`config.mk`:
```
export PLATFORM = sky130hd
export DESIGN_NAME = spi_target_port
export DESIGN_NICKNAME = d
export VERILOG_FILES = /design/src/rtl/spi_target_pkg.sv /design/src/rtl/spi_target_sync.sv /design/src/rtl/spi_target_port.sv
export SDC_FILE = /design/constraint.sdc
export NUM_CORES = 1
export LEC_CHECK = 0
export ABC_CLOCK_PERIOD_IN_PS = 1900
export CAP_MARGIN = 20
export CORE_AREA = 2 2 173 133
export DETAILED_ROUTE_END_ITERATION = 16
export DIE_AREA = 0 0 175 135
export PLACE_DENSITY = 0.48
export SYNTH_ARGS = -nofsm -noshare
export SYNTH_HDL_FRONTEND = slang
export SYNTH_SLANG_ARGS = --single-unit
```
`constraint.sdc`:
```
create_clock -name clk -period 1.9 [get_ports clk]
set_input_delay 0.19 -clock clk [delete_from_list [all_inputs] [get_ports clk]]
set_output_delay 0.19 -clock clk [all_outputs]
set_load 0.01 [all_outputs]
```
`src/rtl/spi_target_pkg.sv`:
```
// Shared types and constants for the SPI target port.
package spi_target_pkg;

    typedef enum logic [1:0] {
        IDLE  = 2'd0,
        LOAD  = 2'd1,
        SHIFT = 2'd2
    } state_t;

    localparam int SYNC_STAGES_DEFAULT = 2;

    // Wide enough for any practical DATA_WIDTH; users slice the low bits.
    localparam int FILL_MAX_W = 256;
    localparam logic [FILL_MAX_W-1:0] UNDERRUN_FILL = '1;

endpackage

```
`src/rtl/spi_target_sync.sv`:
```
// Multi-flop synchronizer with rise/fall pulses taken from the last two synchronized samples.
module spi_target_sync
    import spi_target_pkg::*;
#(
    parameter int   STAGES    = SYNC_STAGES_DEFAULT,
    parameter logic RESET_VAL = 1'b0
) (
    input  logic clk,
    input  logic reset,
    input  logic d,
    output logic q,
    output logic rise,
    output logic fall
);

    logic [STAGES-1:0] sr;
    logic              prev;

    always_ff @(posedge clk) begin
        if (reset) begin
            sr   <= {STAGES{RESET_VAL}};
            prev <= RESET_VAL;
        end else begin
            sr   <= {sr[STAGES-2:0], d};
            prev <= sr[STAGES-1];
        end
    end

    assign q    = sr[STAGES-1];
    assign rise = sr[STAGES-1] & ~prev;
    assign fall = ~sr[STAGES-1] & prev;

endmodule

```
`src/rtl/spi_target_port.sv`:
```
// SPI target (slave) port, all four modes, MSB first, variable word length.
// Optional sticky overrun/underrun flags are built when SPI_TARGET_STATUS_EN is defined.
module spi_target_port
    import spi_target_pkg::*;
#(
    parameter int DATA_WIDTH  = 32,
    parameter int SYNC_STAGES = SYNC_STAGES_DEFAULT
) (
    input  logic                          clk,
    input  logic                          reset,
    input  logic                          enable,
    input  logic                          cpol,
    input  logic                          cpha,
    input  logic [$clog2(DATA_WIDTH)-1:0] word_bits,
    input  logic                          sclk,
    input  logic                          cs_n,
    input  logic                          mosi,
    output logic                          miso,
    output logic                          miso_oe,
    input  logic [DATA_WIDTH-1:0]         tx_data,
    input  logic                          tx_valid,
    output logic                          tx_ready,
    output logic [DATA_WIDTH-1:0]         rx_data,
    output logic                          rx_valid,
    input  logic                          rx_ready,
    output logic                          overrun,
    output logic                          underrun,
    input  logic                          status_clr,
    output logic                          busy
);

    localparam int BW = $clog2(DATA_WIDTH);
    localparam logic [DATA_WIDTH-1:0] ONES = '1;

    logic sclk_s, sclk_rise, sclk_fall;
    logic cs_s, cs_rise, cs_fall;
    logic [SYNC_STAGES-1:0] mosi_sr;
    logic mosi_s;

    spi_target_sync #(.STAGES(SYNC_STAGES), .RESET_VAL(1'b0)) u_sclk_sync (
        .clk(clk), .reset(reset), .d(sclk), .q(sclk_s), .rise(sclk_rise), .fall(sclk_fall)
    );

    spi_target_sync #(.STAGES(SYNC_STAGES), .RESET_VAL(1'b1)) u_cs_sync (
        .clk(clk), .reset(reset), .d(cs_n), .q(cs_s), .rise(cs_rise), .fall(cs_fall)
    );

    always_ff @(posedge clk) begin
        if (reset) mosi_sr <= '0;
        else       mosi_sr <= {mosi_sr[SYNC_STAGES-2:0], mosi};
    end
    assign mosi_s = mosi_sr[SYNC_STAGES-1];

    logic unused_sync;
    assign unused_sync = &{1'b0, sclk_s, cs_rise, cs_fall};

    logic lead, trail, sample_edge, shift_edge, deselect;
    assign lead        = cpol ? sclk_fall : sclk_rise;
    assign trail       = cpol ? sclk_rise : sclk_fall;
    assign sample_edge = cpha ? trail : lead;
    assign shift_edge  = cpha ? lead  : trail;
    assign deselect    = cs_s | ~enable;

    state_t state, state_nxt;
    logic [BW-1:0]         bit_cnt;
    logic [DATA_WIDTH-1:0] tx_sr, rx_sr, hold_data, rx_mask;
    logic                  hold_full, miso_q, done_q, word_done;
    logic                  overrun_set, underrun_set;

    assign word_done = (state == SHIFT) && !deselect && sample_edge && (bit_cnt == word_bits);

    always_ff @(posedge clk) begin
        if (reset) state <= IDLE;
        else       state <= state_nxt;
    end

    always_comb begin
        state_nxt = state;
        case (state)
            IDLE:    state_nxt = LOAD;
            LOAD:    state_nxt = SHIFT;
            SHIFT:   if (word_done) state_nxt = LOAD;
            default: state_nxt = IDLE;
        endcase
        if (deselect) state_nxt = IDLE;
    end

    always_ff @(posedge clk) begin
        if (reset) begin
            tx_sr     <= '0;
            rx_sr     <= '0;
            hold_data <= '0;
            hold_full <= 1'b0;
            bit_cnt   <= '0;
            miso_q    <= 1'b0;
            done_q    <= 1'b0;
        end else begin
            done_q <= word_done;
            if (tx_valid && !hold_full) begin
                hold_data <= tx_data;
                hold_full <= 1'b1;
            end
            case (state)
                LOAD: begin
                    bit_cnt <= '0;
                    miso_q  <= 1'b0;
                    if (hold_full) begin
                        tx_sr     <= hold_data;
                        hold_full <= 1'b0;
                    end else begin
                        tx_sr <= UNDERRUN_FILL[DATA_WIDTH-1:0];
                    end
                end
                SHIFT: if (!deselect) begin
                    if (sample_edge) begin
                        rx_sr   <= {rx_sr[DATA_WIDTH-2:0], mosi_s};
                        bit_cnt <= bit_cnt + 1'b1;
                    end
                    // In cpha=0 the trailing edge that closes the previous word lands
                    // after the reload; bit_cnt==0 marks it so the MSB is not lost.
                    if (shift_edge && (cpha || bit_cnt != '0)) begin
                        miso_q <= tx_sr[word_bits];
                        tx_sr  <= tx_sr << 1;
                    end
                end
                default: ;
            endcase
        end
    end

    assign rx_mask = ~((ONES << word_bits) << 1);

    always_ff @(posedge clk) begin
        if (reset) begin
            rx_data  <= '0;
            rx_valid <= 1'b0;
        end else if (done_q) begin
            rx_data  <= rx_sr & rx_mask;
            rx_valid <= 1'b1;
        end else if (rx_valid && rx_ready) begin
            rx_valid <= 1'b0;
        end
    end

    assign tx_ready     = ~hold_full;
    assign busy         = (state != IDLE);
    assign miso_oe      = busy;
    assign miso         = miso_oe & (cpha ? miso_q : tx_sr[word_bits]);
    assign overrun_set  = done_q && rx_valid && !rx_ready;
    assign underrun_set = (state == LOAD) && !hold_full;

`ifdef SPI_TARGET_STATUS_EN
    always_ff @(posedge clk) begin
        if (reset) begin
            overrun  <= 1'b0;
            underrun <= 1'b0;
        end else begin
            if (overrun_set)     overrun <= 1'b1;
            else if (status_clr) overrun <= 1'b0;
            if (underrun_set)     underrun <= 1'b1;
            else if (status_clr)  underrun <= 1'b0;
        end
    end
`else
    assign overrun  = 1'b0;
    assign underrun = 1'b0;
    logic unused_status;
    assign unused_status = &{1'b0, status_clr, overrun_set, underrun_set};
`endif

endmodule

```
## Word-level counts from Yosys, hierarchy flattened

Cells that the tools add are included.

- Bitwise operators: 11
- $add $sub $neg: 1
- Shifts and indexed selects: 1
- Order comparisons: 1
- Muxes and demuxes: 24
- Equal/unequal tests: 7
- Reduce and logical (&&, ||, !) cells: 18

Operators with widths:

| cell | number |
|---|---|
| $mux 32 | 3 |
| $pmux 32 s2 | 1 |
| $and 32x32->32 | 1 |
| $not 32->32 | 1 |
| $shl 32x5->31 const A | 1 |
| $mux 1 | 13 |
| $mux 5 | 2 |
| $pmux 5 s2 | 1 |
| $reduce_and 3->1 | 3 |
| $logic_and 1x1->1 | 6 |
| $lt 5x6->1 const B | 1 |
| $ne 2x2->1 const B | 3 |
| $pmux 2 s3 | 1 |
| $reduce_bool 2->1 | 3 |
| $add 5x1->5 const B | 1 |
| $bmux 1 s5 | 1 |
| $eq 5x5->1 | 1 |
| $not 1->1 | 5 |
| $reduce_bool 5->1 | 1 |
| $and 1x1->1 | 3 |
| $eq 2x1->1 const B | 1 |
| $eq 2x2->1 const B | 1 |
| $logic_not 1->1 | 2 |
| $logic_not 2->1 | 1 |
| 6 further kinds | 6 |

- Logic and storage cells: 77
- Register bits after elaboration: 146
- Output and inout port bits: 39

## Depth between registers and ports, before layout

- Depth after elaboration: 8
- Mapped depth: 8

## Hierarchy

Synthesis repeated with hierarchy kept, for this count alone.

- Cell total of the unflattened synthesis: 765
- Area total of the unflattened synthesis: 6411.1 um^2

Modules (own cells, without submodules):

| module | cells each | area an instance (um^2) | seq. area each (um^2) | instances |
|---|---|---|---|---|
| spi_target_port | 749 | 6227.2 | 2822.7 | 1 |
| spi_target_sync at u_cs_sync | 8 | 92.6 | 60.1 | 1 |
| spi_target_sync at u_sclk_sync | 8 | 91.3 | 60.1 | 1 |

## Least setup slack after synthesis

Ideal clock, no wire load.

- Path kind: input to output
- Start: in word_bits[0]
- End: out miso
- Stages: 7
- Slack: 0.266 ns
- Required time: 1.710 ns
- Arrival: 1.444 ns
- Cells stage by stage: buf_2 > buf_4 > mux2i_1 > or3_1 > nand3_1 > o21ai_1 > o31ai_1

- Cells in the longest elaborated chain, start to end: 4

Ends and longest elaborated chain:

| item | line | RTL |
|---|---|---|
| from (decl) | spi_target_port.sv:14 | `input logic [$clog2(DATA_WIDTH)-1:0] word_bits,` |
| $bmux 1 s5 | spi_target_port.sv:148 | `assign miso = miso_oe & (cpha ? miso_q : tx_sr[word_bits]);` |
| $mux 1 (implied by the code) | spi_target_port.sv:148 |  |
| $mux 1 | spi_target_port.sv:148 |  |
| $and 1x1->1 | spi_target_port.sv:148 |  |
| to (decl) | spi_target_port.sv:18 | `output logic miso,` |

No other way between the ends. The select of a mux whose other input is x is not followed.

## Worst setup path after layout

- Start: reg tx_sr[21]
- End: out miso

- Cells in the longest elaborated chain, start to end: 4

Ends and longest elaborated chain:

| item | line | RTL |
|---|---|---|
| from (decl) | spi_target_port.sv:66 | `logic [DATA_WIDTH-1:0] tx_sr, rx_sr, hold_data, rx_mask;` |
| from (signal assigned) | spi_target_port.sv:108 | `tx_sr <= hold_data;` |
| from (signal assigned) | spi_target_port.sv:111 | `tx_sr <= UNDERRUN_FILL[DATA_WIDTH-1:0];` |
| from (signal assigned) | spi_target_port.sv:123 | `tx_sr <= tx_sr << 1;` |
| $bmux 1 s5 | spi_target_port.sv:148 |  |
| $mux 1 (implied by the code) | spi_target_port.sv:148 |  |
| $mux 1 | spi_target_port.sv:148 |  |
| $and 1x1->1 | spi_target_port.sv:148 |  |

No other way between the ends. The select of a mux whose other input is x is not followed.

==> metrics.md <==
| Metric | Value |
|---|---|
| Share of cells above drive strength 1 | `0.215` |
| Max stage delay cell, worst path | `mux4_2` |
| Initial Utilization | `0.296` |
| Yosys warnings | `0` |
| Commonest non-fill, non-tap cell in the layout | `nand2_1` |
| Die Ht | `135 um` |
| Setup violators final | `1` |
| Clock power share | `0.469` |
| Mapped cell area | `6450 um^2` |
| Cell Rows | `47` |
| Input/output buffers | `83` |
| I/O pins | `87` |
| Gr usage total | `0.153` |
| Number of buffers added to fix hold violations after cts | `0` |
| Final core utilization | `0.409` |
| Final wirelength | `18300 um` |
| Final Power | `0.00706 W` |
| Max incr delay on CP | `0.49 ns` |
| Asr flop ratio synth | `0` |
| Worst Clk Skew | `0.0107 ns` |
| Xor/xnor share of the synthesized area | `0.00814` |
| Chip width | `175 um` |
| Remaining global-route overflow | `0` |
| Mux cell area share after synthesis | `0.0392` |
| Vias in the first global route | `5477` |
| Switch Pwr | `0.00169 W` |
| CTS tree | `done` |
| Commonest cells after routing, fill and taps aside | `nand2_1 (175), dfxtp_1 (139), a21oi_1 (98)` |
| Post-synthesis compound-gate area fraction | `0.217` |
| Unrepaired setup endpoints after global routing | `true` |
| Clk root buf | `clkbuf_16` |
| Non-Filler Instances | `1193` |
| DRC | `0` |
| Worst VDD drop | `0.000581 V` |
| Worst-path fanout max | `2` |
| Status | `finished with violations` |
| Iteration count of the initial detailed-routing pass | `5` |
| Synth cell types | `54` |
| Clock buffer depth | `2` |
| Final Cell Area | `8930 um^2` |
| Adder-cell area share of the yosys netlist | `0.00388` |
| Final #Nets | `936` |
| Hold Fails Final Rpt | `0` |
| Area growth from synthesis to layout | `38.4%` |
| Worst reg-to-reg path cell count | `10` |
| Remaining antenna violation count | `0` |
| Placed cells | `1149` |
| Largest family of logic cells by synthesized area | `simple AND/OR/NAND/NOR gates` |
| Crit end category | `primary output` |
| Via count | `5773` |
| TritonCTS Buffers | `17` |
| Sink Count | `146` |
| Seq pwr share | `0.448` |
| Total leakage power | `3.09 nW` |
| Required time of the critical path | `1.71 ns` |
| Vias/cell | `4.84` |
| Die area | `23600 um^2` |
| # diodes | `0` |
| CP Cell Sequence | `mux4_2 > mux2i_2 > o2111ai_2 > o21ai_2 > o31ai_2 > buf_2` |
| Core area | `21800 um^2` |
| Pin count of the biggest net entering global routing | `110` |
| First-pass GRT wire length | `28800 um` |
| Syn avg cell area | `8.46 um^2` |
| Worst slew pin tran | `0.555 ns` |
| Tcrit/Tclk final | `1.11` |
| Clock slew at reported path FFs | `0.06 ns` |
| Failing checks | `setup timing` |
| Max frequency | `0.473 GHz` |
| Worst-Skew Late Latency | `0.43 ns` |
| Hold Path Depth | `3` |
| Placed wire-length estimate | `11800 um` |
| Combinational share of power | `0.083` |
| Post-synth EDFFs | `0` |
| Post-Synth Simple-Gate Area | `0.224` |
| Slew headroom | `0.626` |
| Final setup margin | `-0.214 ns` |
| Cell count after synthesis | `763` |
| Placer Congestion | `0.811` |
| Starting DRT DRC Count | `458` |
| Flops & latches, synth | `146` |
| Worst EP arrival | `1.92 ns` |
| PwrDens | `790 nW/um^2` |
| Main flop type after synthesis | `dfxtp_1` |
| Wire per inst | `15.4 um` |
| Register area share after synthesis | `0.453` |
| Sw Share | `0.239` |
| Max-slew violation count | `0` |
| Final min period | `2.11 ns` |
| Placed Area | `8030 um^2` |
| # H-tree levels | `4` |
| Min-Delay Path Class | `primary input to flip-flop` |
| Int Power | `0.00537 W` |
| Critical path class | `flip-flop to primary output` |
| Worst setup SP type | `flip-flop` |
| Antenna violations before repair | `1` |
| Max-cap violations | `0` |
-- path summary, 6_finish.rpt --
check	start	endpoint	slack [ns]
setup / recovery	tx_sr[21]	miso	-0.21
hold / removal	reset	state[1]	0.14
setup reg to reg	bit_cnt[0]	tx_sr[8]	0.07
hold reg to reg	u_sclk_sync.sr[0]	u_sclk_sync.sr[1]	0.44
-- synthesized netlist by cell type, drive strengths merged, types with 4 or more instances --
library cell / count / area, um^2
dfxtp: 146 / 2920
nand2: 176 / 661
nand2b: 31 / 194
o211ai: 8 / 60.1
nor2b: 10 / 62.6
a311oi: 33 / 464
nand3b: 4 / 30.0
nand3: 12 / 60.1
buf: 23 / 146
clkbuf: 48 / 180
mux4: 6 / 135
mux2i: 8 / 80.1
o2111ai: 4 / 35.0
inv: 7 / 26.3
nand4: 8 / 50.1
o21ai: 35 / 175
a21oi: 99 / 495
xor2: 5 / 43.8
nor3: 38 / 190
nor2: 21 / 86.3
-- cell families (layout without fill, tap and decap cells) --
family	count (synthesis)	in the layout
buffers and inverters	78	213
AND/OR/NAND/NOR	315	315
other	1	2
flip-flops	146	146
adder cells (fa/ha/maj)	2	2
AO/OA/AOI/OAI	198	198
multiplexers	17	17
XOR/XNOR	6	6
-- layer usage --
metal	wire, um	GRT usage
met5	13	0
met4	177	0.0347
met3	882	0.0487
met2	7440	0.211
met1	9800	0.230
-- through the flow --
stage                     setup TNS, ns  hold slack (ns)  setup slack [ns]
after global routing             -0.452            0.137            -0.310
after floorplan                       0            0.294             0.266
final                            -0.214            0.137            -0.214
after global placement           -12.82            0.430            -0.790
after detailed placement         -12.83            0.410            -0.787
after CTS                        -0.249            0.121            -0.249
-- registers in the layout (all words and copies together), names as in the netlist --
name              count
bit_cnt               5
done_q                1
hold_data            32
hold_full             1
miso_q                1
mosi_sr               2
rx_data              32
rx_sr                32
rx_valid              1
state                 2
tx_sr                32
u_cs_sync.sr          2
u_sclk_sync.prev      1
u_sclk_sync.sr        2
-- power by group through the flow --
stage                     Sequential, W  Combinational (W)  Clock (W)
final                           0.00316           0.000585    0.00331
after CTS                       0.00316           0.000581    0.00340
after detailed placement        0.00323           0.000558          0
after global placement          0.00323           0.000557          0
after floorplan                 0.00322           0.000309          0
after global routing            0.00317           0.000644    0.00355
-- critical path, delay by kind of cell (launching register included) --
kind            cells  cell delay, ns
mux                 2            0.68
compound gates      3            0.35
flops               1            0.33
buf+inv             1            0.14
-- layout make-up --
type                       instances  area [um^2]
fill                            2234        12900
multi-input combinational        540         3300
sequential                       146         2930
timing repair buffer             174         1730
clock buffer                      20          447
tap                              294          368
clock inverter                    12          133
inverter                           7         26.3
-- timing repair --
action	4_1_cts	5_1_grt
endpoints found under the setup margin	16	35
gates cloned	1	6
setup buffers	2	3
gates resized for setup	12	24
pin swaps	1	22
(Power assumes the default switching activity.)
==> RTL change: new RTL, same flow settings <==
The option `SPI_TARGET_STATUS_EN` is turned on by a define.
--- a/src/rtl/spi_target_port.sv
+++ b/src/rtl/spi_target_port.sv
@@ -2,2 +2,4 @@
 // Optional sticky overrun/underrun flags are built when SPI_TARGET_STATUS_EN is defined.
+`define SPI_TARGET_STATUS_EN
+
 module spi_target_port
Function: changed (a bounded check fails within 10 cycles, from zero or initial values and one cycle with reset high).
==> RTL change against the unedited design <==
Area after synthesis decreased by 1.0%. Power increased by 0.17%. Global-route usage increased by 0.39 points. Non-clock buffer count increased by 13. Sequential power increased by 1%. Die area unchanged. Final area increased by 2.9%. Count of clock-buffer cells in the layout decreased by 3. Sequential share of layout area decreased by 0.53 points. Setup slack got worse by 0.25 ns. Final cell count increased by 0.59%. The flow still finishes with violations (setup timing). Wire length decreased by 1.6%. Sequential cell count increased by 2. Synthesized cell count decreased by 0.92%.
==> RTL change: results <==
set metrics [dict create \
    status "complete, but fails checks" \
    failed_checks "setup timing" \
    vias_per_cell 4.79 \
    ys_types 53 \
    drive_gt1_share_pct 23.8 \
    grt_pass1_vias 5666 \
    post_dp_cell_area_um2 8000 \
    synthXorXnorAreaFrac_pct 1.10 \
    wirelength_mm 18.0 \
    synthTopCellsByCount "nand2_1 (192), dfxtp_1 (148), a21oi_1 (98)" \
    grt_max_degree 75 \
    clk_root_buffer_cell "clkbuf_16" \
    worst_pin_slew_ns 0.720 \
    crit_path_max_incr_delay_ns 0.45 \
    cts.path.max_buffers 2 \
    power.leakage_nw 3.25 \
    grt.met2_usage_pct 24.3 \
    critical-path-top-delay-family "multiplexers" \
    slowest_stage "mux4_2" \
    firstDrtPassIters 4 \
    final_nets 942 \
    routed-wl-met3_um 762 \
    top_layer "met4" \
    yosysSeqAreaShare_pct 46.4 \
    fin_ws_ns -0.466 \
    irDropWorstVdd_v 0.000551 \
    setup_viol 9 \
    wirelength_met1_mm 9.10 \
    dr_wl_met2_mm 7.91 \
    synthAdderAreaFrac_pct 0.392 \
    drt_iter0_markers 283 \
    dp_hpwl_mm 11.3 \
    clk_pin_slew_ns 0.07 \
    ys_top_cells_by_area "dfxtp_1 (46%), nand2_1 (11%), a21oi_1 (7.7%)" \
    met3_usage_pct 3.41 \
    mappedNetlistNets 806 \
    synthArstFlopShare_pct 0 \
    clk_latency_ns 0.42 \
    worstPathArrival_ns 2.18 \
    use_met1_pct 22.0 \
    synthMuxAreaShare_pct 3.29 \
    tns_ns -0.736 \
    clock_skew_ns 0.00752 \
    grt_pass1_wl_mm 29.5 \
    place_congestion 0.723 \
    io_buffers 86 \
    globalRouteTotalUtil_pct 15.7 \
    antenna_found_initial 0 \
    ff2ff_setup_slack_ns -0.09 \
    synth-compound-area-share_pct 22.3 \
]
[RTL change: changes by cell type in the layout (fill, tap and decap cells not counted), moves of 4 or more]
cell	change
buf_16	+5
buf_4	+5
clkbuf_16	-4
dfxtp_1	+5
nand2_1	+17
nand2b_1	-23
nand4_1	-4
nor3_1	-26
nor3_2	+6
nor3_4	+17
[RTL change: area by class of cell]
type / count / area [um^2]
Clock inverter: 15 / 148
Sequential cell: 148 / 2970
Inverter: 6 / 22.5
Fill cell: 2176 / 12600
Timing Repair Buffer: 187 / 1860
Multi-Input combinational cell: 532 / 3390
Tap cell: 294 / 368
Clock buffer: 17 / 425
Antenna cell: 1 / 2.50
[RTL change: path summary, 6_finish.rpt]
path / startpoint / end / cells past startpoint
worst max-delay path: tx_sr[10] / miso / 6
worst min-delay path: reset / u_sclk_sync.sr[1] / 2
worst max register to register: u_sclk_sync.prev / tx_sr[4] / 9
worst min register to register: u_cs_sync.sr[0] / u_cs_sync.sr[1] / 1
[RTL change: metrics by stage]
stage / hold slack, ns / std cells / setup WS [ns] / total power [mW]
detailed placement: 0.393 / 1148 / -1.09 / 3.83
CTS: 0.0266 / 1200 / -0.546 / 7.15
finish: 0.0354 / 1200 / -0.466 / 7.07
floorplan: 0.294 / 756 / 0.0611 / 3.56
global placement: 0.395 / 1148 / -1.09 / 3.83
global route: 0.0545 / 1199 / -0.512 / 7.34
[RTL change: repair_timing]
item | CTS | global route
setup buffers | 14 | 6
resized for setup | 56 | 32
endpoints found under the setup margin | 33 | 35
pin swaps | 38 | 12
gates cloned | 7 | 0
[RTL change: report_power, final]
| part | switching (mW) | internal, mW | total [mW] |
|---|---|---|---|
| registers | 0.0342 | 3.17 | 3.20 |
| clock network | 1.44 | 1.83 | 3.27 |
| logic | 0.308 | 0.285 | 0.594 |
